**config.mk**
```make
export PLATFORM = sky130hd
export DESIGN_NAME = c_accum_window
export DESIGN_NICKNAME = d
export VERILOG_FILES = /design/src/rtl/c_accum_window_pkg.sv /design/src/rtl/c_accum_window.sv
export SDC_FILE = /design/constraint.sdc
export NUM_CORES = 1
export LEC_CHECK = 0
export CAP_MARGIN = 40
export CORE_ASPECT_RATIO = 0.6
export CORE_UTILIZATION = 62
export CTS_BUF_LIST = sky130_fd_sc_hd__clkbuf_2
export DETAILED_ROUTE_END_ITERATION = 7
export DONT_BUFFER_PORTS = 1
export HOLD_SLACK_MARGIN = 0.06
export MAX_ROUTING_LAYER = met4
export PLACE_DENSITY_LB_ADDON = 0.3
export SLEW_MARGIN = 20
export SYNTH_ARGS = -nofsm -noshare
export SYNTH_HDL_FRONTEND = slang
export SYNTH_SLANG_ARGS = --single-unit
```
**constraint.sdc**
```tcl
create_clock -name clk -period 9.6 [get_ports clk]
set_input_delay 1.44 -clock clk [delete_from_list [all_inputs] [get_ports clk]]
set_output_delay 1.44 -clock clk [all_outputs]
set_load 0.005 [all_outputs]
```
**src/rtl/c_accum_window_pkg.sv**
```systemverilog
// Shared helpers for the windowed accumulator: ceiling-log2 sizing function.
package c_accum_window_pkg;

    // Bits needed to represent values 0..value-1; clogb(1) == 0.
    function automatic int clogb(input int value);
        int r;
        r = 0;
        while ((1 << r) < value)
            r = r + 1;
        return r;
    endfunction

endpackage

```
**src/rtl/c_accum_window.sv**
```systemverilog
// Sums a window of unsigned samples (or a flushed partial window) into a
// one-entry registered output with ready/valid flow control on both sides.
module c_accum_window
    import c_accum_window_pkg::*;
#(
    parameter int in_width = 10,
    parameter int window   = 4
) (
    input  logic                                  clk,
    input  logic                                  reset,
    input  logic                                  in_valid,
    input  logic [0:in_width-1]                   in_data,
    input  logic                                  flush,
    output logic                                  in_ready,
    output logic                                  out_valid,
    output logic [0:in_width+clogb(window)-1]     out_data,
    output logic [0:clogb(window+1)-1]            out_count,
    input  logic                                  out_ready
);

    localparam int cnt_width = clogb(window + 1);
    localparam int acc_width = in_width + clogb(window);

    logic [0:acc_width-1] acc;
    logic [0:cnt_width-1] count;

    logic                 last;
    logic                 would_emit;
    logic                 accept;
    logic                 take;
    logic                 emit;
    logic [0:acc_width-1] in_ext;
    logic [0:acc_width-1] sum;

    assign last       = (count == cnt_width'(window - 1));
    assign would_emit = (last & in_valid) | flush;
    // Only stall when a new result must load while the held one is still unconsumed.
    assign in_ready   = ~(out_valid & ~out_ready & would_emit);
    assign accept     = in_valid & in_ready;
    assign take       = flush & in_ready;
    assign emit       = (accept & last) | (take & ((count != '0) | accept));
    assign in_ext     = acc_width'(in_data);
    assign sum        = acc + (accept ? in_ext : '0);

    always_ff @(posedge clk) begin
        if (!reset) begin
            acc       <= '0;
            count     <= '0;
            out_valid <= 1'b0;
            out_data  <= '0;
            out_count <= '0;
        end else begin
            if (emit) begin
                out_data  <= sum;
                out_count <= count + cnt_width'(accept);
                out_valid <= 1'b1;
                acc       <= '0;
                count     <= '0;
            end else begin
                if (accept) begin
                    acc   <= sum;
                    count <= count + cnt_width'(1);
                end
                if (out_ready)
                    out_valid <= 1'b0;
            end
        end
    end

endmodule

```
==> summary.md <==
| Metric | Value |
|---|---|
| Status | `completed` |
| Hold-fix buffers at CTS | `0` |
| Measured slew at the worst slew-check pin | `822.5 ps` |
| DRT Wirelength | `between 4 and 5 mm` |
| Worst setup SP type | `primary input` |
| Final Util | `70.90%` |
| Most frequent cells in the layout | `dfxtp_1 (31), nand2_1 (24), a21oi_1 (18), ha_1 (15), o21ai_0 (12)` |
| Leakage Power | `approximately 0.00076 uW` |
| Final Setup Violations | `0` |
| YS warnings | `0` |
| CTS tree | `built` |
| Clk pin slew, worst setup/hold paths | `between 150 and 200 ps` |
| First DRT Iteration DRCs | `90` |
| CTS resizes | `0` |
| Largest cells by area after synthesis | `dfxtp_1 (35%), ha_1 (11%), a21oi_1 (5.1%), nand2_1 (5.1%), and2_1 (3.5%)` |
| Die area | `0.003070 mm^2` |
| Syn Nets | `between 200 and 250` |
| Htree depth | `2` |
| Total global-route track usage | `a little under a third` |
| Global route hottest layer | `met2` |
| Hold path depth | `2` |
| Antenna cells | `0` |
| Synth cell types | `39` |
| Num ports | `32` |
| Synthesis-stage register bit count | `31` |
| First-pass GRT wire length | `around 6.8 mm` |
| CP endpoint kind | `flop` |
| Max_cap viols | `0` |
| Sequential fraction of the synthesis area | `35.18%` |
| Max transition margin | `~45%` |
| Non-Filler Instances | `around 240` |
| Worst Path Arrival | `between 4000 and 5000 ps` |
| Hpwl dp | `2.949 mm` |
| Pwr per Cell Area | `between 150 and 200 mW/mm^2` |
| Inst Count DP | `229` |
| Met1 GRT Util | `between 30 and 40%` |
| Setup bufs post-CTS | `0` |
| Number of global-route vias before repair | `1,473` |
| Most common cell after layout, fill and taps aside | `dfxtp_1` |
| Antenna violations before repair | `0` |
| Largest net degree at the start of global routing | `27` |
| Part of the cycle the worst path needs | `around 43%` |
| Crit Path Category | `primary input to flop` |
| Reg-to-reg slack, setup | `roughly 5700 ps` |
| Fmax | `240.6 MHz` |
| Vias per inst | `6.540` |
| Min-Delay Startpoint | `acc[8]` |
| Hold Path End | `acc[8]` |
| Final Critical Period | `4156 ps` |
| Met2 Use GR | `between 40% and 50%` |
| Gpl congestion | `approximately 0.86` |
| Layout Skew | `about 21 ps` |
| Clock sinks | `31` |
| # rows | `14` |
| DR WL/cell | `16.93 um` |
| Final Max Tran Viols | `0` |
| Initial Util | `~68%` |
| Post-DRT Antenna Nets | `0` |
| Area grow syn2layout | `4.184%` |
| DRT Pass-1 Iters | `6` |
| Post-synthesis average cell area | `approximately 8.6 um^2` |
| Core box area | `~0.0026 mm^2` |
| Post-Syn Instances | `204` |
| Die Wd | `70.87 um` |
| GR Util met3 | `roughly 7.1%` |
| Worst Hold Class | `flop to flop` |
| RSZ-0062 raised after global routing | `false` |
| Clock latency at the later pin of the worst-skew pair | `between 300 and 400 ps` |
| Fin. Hold Viols | `0` |
| Clock buffer depth | `2` |
| FF-to-FF path depth | `13` |
| Setup TNS | `0 ps` |
| Fraction of final layout cells sized beyond drive strength 1 | `approximately 9.8%` |
| Cell taking the most area after synthesis | `dfxtp_1` |
| Reg-to-Reg End | `out_data[3]` |
| Routed vias | `around 1,600` |
| Required time of the critical path | `9880 ps` |
| I/O Buffers | `0` |
| Nets | `235` |
| Worst Path Max Fanout | `26` |
| Clock Tree Root | `clkbuf_2` |
| CTS Buf Count | `5` |
| Mapped cell area | `around 0.0018 mm^2` |
| R2R Path Start | `count[2]` |
| Top-area cell type share of the netlist area | `around a third` |
| Gr ovfl total | `0` |
| Height of the die | `~43 um` |
| Peak supply drop | `roughly 0.11 mV` |
| DRC | `0` |
==> power by group <==
part	internal, uW	switching [uW]
Sequential	137	5.92
Clock	42.8	47.7
Combinational	18.5	30.5
Total	198	84.1
==> state kept, by name, summed over array words and instances, names as in the netlist <==
register and count:
acc 12, out_data 12, count 3, out_count 3, out_valid 1
==> kinds of logic (layout without fill, tap and decap cells) <==
kind of cell | Yosys count | after routing | synth area share, %
AOI/OAI and AO/OA | 67 | 67 | 25.89
and+or+nand+nor | 66 | 66 | 18.72
DFF | 31 | 31 | 35.18
adders and majority gates | 16 | 16 | 11.77
buffers and inverters | 15 | 16 | 3.829
xor gates and xnor gates | 8 | 8 | 3.972
muxes | 1 | 1 | 0.6383
==> metrics by stage <==
stage / power (uW) / cell area [um^2] / hold WS [ps] / setup slack, ps
2_1_floorplan: 182.7 / 1764 / 440.6 / 5749
3_3_place_gp: 189.6 / 1759 / 453.6 / 5198
3_5_place_dp: 194.0 / 1774 / 454.3 / 5063
4_1_cts: 282.9 / 1838 / 474.5 / 5459
5_1_grt: 293.1 / 1838 / 515.9 / 5243
6_report: 282.1 / 1838 / 475.2 / 5444
==> cell usage after synthesis (all sizes together) <==
master  instances
nand2b          3
inv             6
nor3            1
o21a            2
xnor2           5
nand3           6
fa              1
a21oi          21
mux2            1
a211oi          4
nand4           3
nand4b          1
nand2          24
or3             5
a31oi           3
a22o            7
clkbuf          4
xor2            3
o211ai          2
dfxtp          31
o31ai           1
a32o            4
a21boi          2
nor2b           1
and3            1
and4            1
a21o            6
buf             5
ha             15
and2           11
o21ai          15
nor2            9
==> cell type report <==
cell class,instances,area [um^2]
multi-input cells,158,1076
inverters,6,22.52
clock inverters,3,38.79
fillers,193,754.5
flip-flops and latches,31,620.6
repair buffers,2,15.01
well taps,32,40.04
clock buffers,5,25.02
==> worst max path at each step <==
| stage | depth (start not counted) | end | slack (ps) | from |
|---|---|---|---|---|
| 6_report | 11 | out_data[3] | 5440 | out_ready |
| 5_1_grt | 11 | out_data[1] | 5240 | out_ready |
| 4_1_cts | 11 | out_data[3] | 5460 | out_ready |
| 3_5_place_dp | 11 | out_data[3] | 5060 | out_ready |
| 3_3_place_gp | 11 | out_data[3] | 5200 | out_ready |
| 2_1_floorplan | 12 | out_data[3] | 5750 | out_ready |
==> routing by layer <==
metal | part of all wire [%] | vias to the layer above
met2 | 47 | 59
met4 | 1.3 | 0
li1 | - | 737
met3 | 7.2 | 7
met5 | 0 | -
met1 | 44 | 747
==> critical path, stage by stage <==
cell	delay (ps)
nand2b_1	160
o21ai_2	570
inv_2	370
and2_1	280
ha_1	210
fa_1	460
a211oi_2	240
o21ai_2	120
o31ai_1	270
xor2_1	200
o21ai_0	110
(Power assumes the default switching activity.)
